### config.mk
export PLATFORM = sky130hd
export DESIGN_NAME = rf_writeback_queue
export DESIGN_NICKNAME = d
export VERILOG_FILES = /design/src/rtl/rf_writeback_queue.sv
export SDC_FILE = /design/constraint.sdc
export NUM_CORES = 1
export LEC_CHECK = 0
export ABC_AREA = 1
export CORE_AREA = 2 2 215 217
export CTS_CLUSTER_DIAMETER = 200
export DETAILED_ROUTE_END_ITERATION = 10
export DIE_AREA = 0 0 217 219
export DONT_BUFFER_PORTS = 1
export PLACE_DENSITY = 0.54
export REMOVE_ABC_BUFFERS = 1
export SLEW_MARGIN = 10
export SYNTH_ARGS = -nofsm -noshare
export SYNTH_HDL_FRONTEND = slang
export SYNTH_SLANG_ARGS = --single-unit
export TNS_END_PERCENT = 100
### constraint.sdc
create_clock -name clk -period 3.9 [get_ports clk]
set_clock_uncertainty 0.15 [all_clocks]
set_input_delay 1.17 -clock clk [delete_from_list [all_inputs] [get_ports clk]]
set_output_delay 1.17 -clock clk [all_outputs]
set_load 0.01 [all_outputs]
### src/rtl/rf_writeback_queue.sv
// Write-back queue feeding the 32x32 register file write port from the ALU and LSU.
// Latency: accepted at edge N -> rf_we during cycle N+1 -> regfile updated at edge N+1.
// Backpressure: ready drops only when the queue is full or in reset; LSU beats the ALU.
module rf_writeback_queue #(
    parameter int XLEN  = 32,
    parameter int AW    = 5,
    parameter int DEPTH = 4
) (
    input  logic            clk,
    input  logic            rst,
    input  logic            lsu_valid,
    output logic            lsu_ready,
    input  logic [AW-1:0]   lsu_rd,
    input  logic [XLEN-1:0] lsu_data,
    input  logic            alu_valid,
    output logic            alu_ready,
    input  logic [AW-1:0]   alu_rd,
    input  logic [XLEN-1:0] alu_data,
    output logic            rf_we,
    output logic [AW-1:0]   rf_waddr,
    output logic [XLEN-1:0] rf_wdata,
    input  logic [AW-1:0]   byp_addr1,
    output logic            byp_hit1,
    output logic [XLEN-1:0] byp_data1,
    input  logic [AW-1:0]   byp_addr2,
    output logic            byp_hit2,
    output logic [XLEN-1:0] byp_data2,
    output logic            idle
);
    localparam int PW = $clog2(DEPTH);
    localparam int CW = PW + 1;
    localparam logic [CW-1:0] DEPTH_C = CW'(DEPTH);

    logic [AW-1:0]   rd_mem_q   [DEPTH];
    logic [XLEN-1:0] data_mem_q [DEPTH];

    logic [PW-1:0] head_q, head_d;
    logic [PW-1:0] tail_q, tail_d;
    logic [CW-1:0] count_q, count_d;

    logic            full;
    logic            empty;
    logic            lsu_fire;
    logic            alu_fire;
    logic            enq;
    logic            deq;
    logic [AW-1:0]   enq_rd;
    logic [XLEN-1:0] enq_data;

    assign full  = (count_q == DEPTH_C);
    assign empty = (count_q == '0);

    // Ready ignores a same-cycle drain so the handshake never depends on the dequeue path.
    assign lsu_ready = !rst && !full;
    assign alu_ready = !rst && !full && !lsu_valid;
    assign lsu_fire  = lsu_valid && lsu_ready;
    assign alu_fire  = alu_valid && alu_ready;

    // Select the accepted source; writes to x0 complete the handshake but are dropped.
    always_comb begin
        enq_rd   = alu_rd;
        enq_data = alu_data;
        if (lsu_fire) begin
            enq_rd   = lsu_rd;
            enq_data = lsu_data;
        end
        enq = (lsu_fire || alu_fire) && (enq_rd != '0);
    end

    // The regfile consumes the head entry every cycle the queue is non-empty.
    assign deq      = !empty;
    assign rf_we    = !empty;
    assign rf_waddr = rd_mem_q[head_q];
    assign rf_wdata = data_mem_q[head_q];
    assign idle     = empty;

    // Pointer and occupancy next state; simultaneous push and pop leave count unchanged.
    always_comb begin
        head_d  = head_q;
        tail_d  = tail_q;
        count_d = count_q;
        if (enq) begin
            tail_d = tail_q + 1'b1;
        end
        if (deq) begin
            head_d = head_q + 1'b1;
        end
        case ({enq, deq})
            2'b10:   count_d = count_q + 1'b1;
            2'b01:   count_d = count_q - 1'b1;
            default: count_d = count_q;
        endcase
    end

    // Pointer/count registers; reset discards everything still queued.
    always_ff @(posedge clk) begin
        if (rst) begin
            head_q  <= '0;
            tail_q  <= '0;
            count_q <= '0;
        end else begin
            head_q  <= head_d;
            tail_q  <= tail_d;
            count_q <= count_d;
        end
    end

    // Entry storage; no reset needed since occupancy alone qualifies every read.
    always_ff @(posedge clk) begin
        if (enq) begin
            rd_mem_q[tail_q]   <= enq_rd;
            data_mem_q[tail_q] <= enq_data;
        end
    end

    // Bypass search from head to tail so the youngest match overwrites older ones.
    always_comb begin
        byp_hit1  = 1'b0;
        byp_data1 = '0;
        byp_hit2  = 1'b0;
        byp_data2 = '0;
        for (int i = 0; i < DEPTH; i++) begin
            if (CW'(i) < count_q) begin
                if ((byp_addr1 != '0) && (rd_mem_q[head_q + PW'(i)] == byp_addr1)) begin
                    byp_hit1  = 1'b1;
                    byp_data1 = data_mem_q[head_q + PW'(i)];
                end
                if ((byp_addr2 != '0) && (rd_mem_q[head_q + PW'(i)] == byp_addr2)) begin
                    byp_hit2  = 1'b1;
                    byp_data2 = data_mem_q[head_q + PW'(i)];
                end
            end
        end
    end

endmodule
==> impl_results.md <==
- Lkg Pwr: 0.007041 uW
- Startpoint types: flop
- Skew-Pair Late Insertion Delay: 0.42 ns
- Final Cycle Share: 102.4%
- Worst Hold Class: flop to flop
- Share of layout cells above drive strength 1: 22.79%
- Total grt overflow: 0
- Core Area: 45,090 sq um
- Register bit total from synthesis: 157
- Syn Inst Count: 1,953
- Routability cong.: 0.8730
- Avg Cell Area, Syn: 6.633 sq um
- Fin nets: 2,050
- Row count: 78
- Detailed Route Iter0 Violations: 1,422
- Combinational Power Share: 68.5%
- Worst-Margin Slew: 0.5725 ns
- Slowest cell on crit path: dfxtp_4
- Synthesized area: 12,950 sq um
- Dpl hpwl: 35,550 um
- CP Cell Sequence: buf_12 -> buf_12 -> clkinv_8 -> nand2_4 -> nand2_4 -> nand2_2 -> nand2_2 -> xor2_1 -> nand4_1 -> nor2_4 -> buf_12 -> clkbuf_16 -> nor2_1 -> nand2_1 -> nand2_2
- Synth-to-Final Area Change: 27.06%
- First-pass GRT wire length: 74,320 um
- Setup_tns: -0.6535 ns
- Area leader, netlist: edfxtp_1
- Tot GR Track Use: 20.65%
- Yosys warning total: 0
- P_int: 5807 uW
- Pwr per Cell Area: 774.3 nW/um^2
- IO Count: 195
- Max-slew headroom: 61.83%
- Max stage delay on crit path: 0.41 ns
- Status: finished with violations
- Clock Path Buffers: 2
- Setup ws final: -0.09218 ns
- Sequential share of power: 17.6%
- DIE AREA: 47,520 sq um
- H-tree depth: 4
- Post-DRT Antenna Nets: 0
- Net Sw Power: 6937 uW
- Largest net degree at the start of global routing: 66
- CTS root buf: clkbuf_16
- Cts hold-fix bufs: 0
- Maxcap violations: 0
- Hold Fails Final Rpt: 0
- Number of vias per cell: 5.429
- Routed WL per cell: 22.11 um
- Critical Path Fanout Max: 8
- Layout Utilization: 36.51%
- Port Buffers: 0
- Peak VDD IR: 0.4517 mV
- Inserted Clock Buffers: 17
- Failing checks: negative setup slack
- Final setup fails: 24
- Highest clock rate: 250.5 MHz
- Die H: 219 um
- Max Slew Vio Count: 0
- Clk pwr share: 14.0%
- Sw Share: 54.44%
- CTS tree: built
- Die width: 217 um
- RSZ-0062 raised after global routing: yes
- Antenna violations before repair: 1
- CTS Sinks: 157
- Sequential-to-total area share from yosys stat: 35.70%
- DRC errors left: 0
- Synth area leaders: edfxtp_1, nand2_1, nor2_1
- WP data arrival: 2.67 ns
- Post-synth cell types: 34
- Critical Path RT: 2.58 ns
- Vias in the first global route: 12,380
- TritonRoute pass-1 iters: 8
- DR vias: 13,940
- Share of the synthesized area in the top cell type: 34.31%
- Type of the worst setup path: flop to output pin
- Starting Density: 28.73%
- Worst-path clk slew: 0.06 ns
- CP Capture Type: output pin
- Detailed Route WL: 56,760 um
- Min Tclk post-route: 3.992 ns
## timing repair
action | 4_1_cts | 5_1_grt
cloned | 0 | 23
pin swaps | 5 | 100
setup endpoints to repair | 66 | 66
buffers inserted | 5 | 20
resized for setup | 24 | 329
## power groups by stage
stage	Combinational, uW	Sequential [uW]	Clock [uW]
2_1_floorplan	4170	2460	0
3_3_place_gp	7090	2260	0
3_5_place_dp	7140	2270	0
4_1_cts	7330	2240	1810
5_1_grt	9350	2260	1880
6_report	8730	2240	1780
## synth_stat cells
| library cell | instances |
|---|---|
| a21oi_1 | 43 |
| a22oi_1 | 32 |
| a32o_1 | 31 |
| buf_1 | 10 |
| buf_2 | 51 |
| buf_4 | 9 |
| buf_6 | 8 |
| clkbuf_1 | 55 |
| clkbuf_2 | 1 |
| dfxtp_1 | 9 |
| edfxtp_1 | 148 |
| ha_1 | 9 |
| inv_1 | 145 |
| inv_2 | 3 |
| inv_4 | 1 |
| mux2_2 | 32 |
| nand2_1 | 716 |
| nand2_2 | 5 |
| nand2_4 | 1 |
| nand3_1 | 143 |
| nand3_2 | 2 |
| nand3_4 | 2 |
| nand3b_1 | 2 |
| nand4_1 | 66 |
| nor2_1 | 263 |
| nor2_2 | 14 |
| nor2b_1 | 2 |
| nor3_1 | 1 |
| o211ai_1 | 32 |
| o21ai_0 | 108 |
| o21ai_1 | 3 |
| o21ai_2 | 1 |
| o22ai_1 | 1 |
| xor2_1 | 4 |
## metal layers
layer	routed length, um	part of all wire (%)	track usage (%)	vias up
met2	26950	47	34.66	697
li1	-	-	-	6478
met3	3899	6.9	2.342	109
met4	1691	3.0	7.237	0
met5	0	0	0	-
met1	24220	43	27.47	6651
## critical path: cells and delay by family, from the launching register on
| family | cells | cell delay [ns] |
|---|---|---|
| and+or+nand+nor | 9 | 0.88 |
| xor gates and xnor gates | 1 | 0.16 |
| buffers and inverters | 5 | 0.78 |
| DFF | 1 | 0.41 |
## final timing paths
check	from	to	slack, ns	depth (start not counted)
max	head_q[0]	byp_data1[31]	-0.09	15
min	tail_q[1]	tail_q[1]	0.40	2
max reg2reg	count_q[0]	count_q[2]	0.68	16
min reg2reg	tail_q[1]	tail_q[1]	0.40	2
## cells in the final DEF, fill, tap and decap left out, drive strengths merged
cell type,count
bufinv,4
ha,9
o211ai,32
clkbuf,33
nor3,1
nor2,277
edfxtp,148
clkinv,12
a21oi,43
mux2,32
a32o,31
nand2,724
nand4,66
dfxtp,9
nor2b,2
o21ai,112
nand3,147
o22ai,1
nand3b,2
xor2,4
diode,1
inv,148
a22oi,32
buf,96
clkinvlp,1
## per-stage QoR
stage	cells	worst slack, ns	total power (uW)	instance area, sq um	hold WS (ns)
final	2567	-0.09218	12740	16460	0.3967
after CTS	2525	-0.02204	11370	14630	0.3907
after floorplan	1819	-3.785	6635	12290	0.3397
after detailed placement	2488	-0.003032	9404	13860	0.3817
after global placement	2488	0.02223	9346	13860	0.3710
after global routing	2567	-0.1360	13490	16460	0.4288
## flip-flops by register name, indices dropped and copies added, names as in the netlist, named ones only
name	count
count_q	3
rd_mem_q	20
data_mem_q	128
tail_q	2
head_q	2
## final cells by class
class,instances,area (sq um)
Antenna cell,1,2.502
Clock buffer,18,429.2
Clock inverter,14,193.9
Fill cell,4701,28630
Inverter,149,595.6
Multi-Input combinational cell,1515,8277
Sequential cell,157,4636
Tap cell,600,750.7
Timing Repair Buffer,111,1548
Timing Repair inverter,2,27.53
## logic make-up after synthesis
group | after synthesis | share of synthesized area (%)
AO/OA/AOI/OAI | 251 | 12.17
XOR/XNOR | 4 | 0.2704
adder cells (fa/ha/maj) | 9 | 0.8693
buffers and inverters | 283 | 9.447
flip-flops | 157 | 35.70
multiplexers | 32 | 2.782
AND/OR/NAND/NOR | 1217 | 38.76
Note: power is estimated with default switching activity, not from simulation.
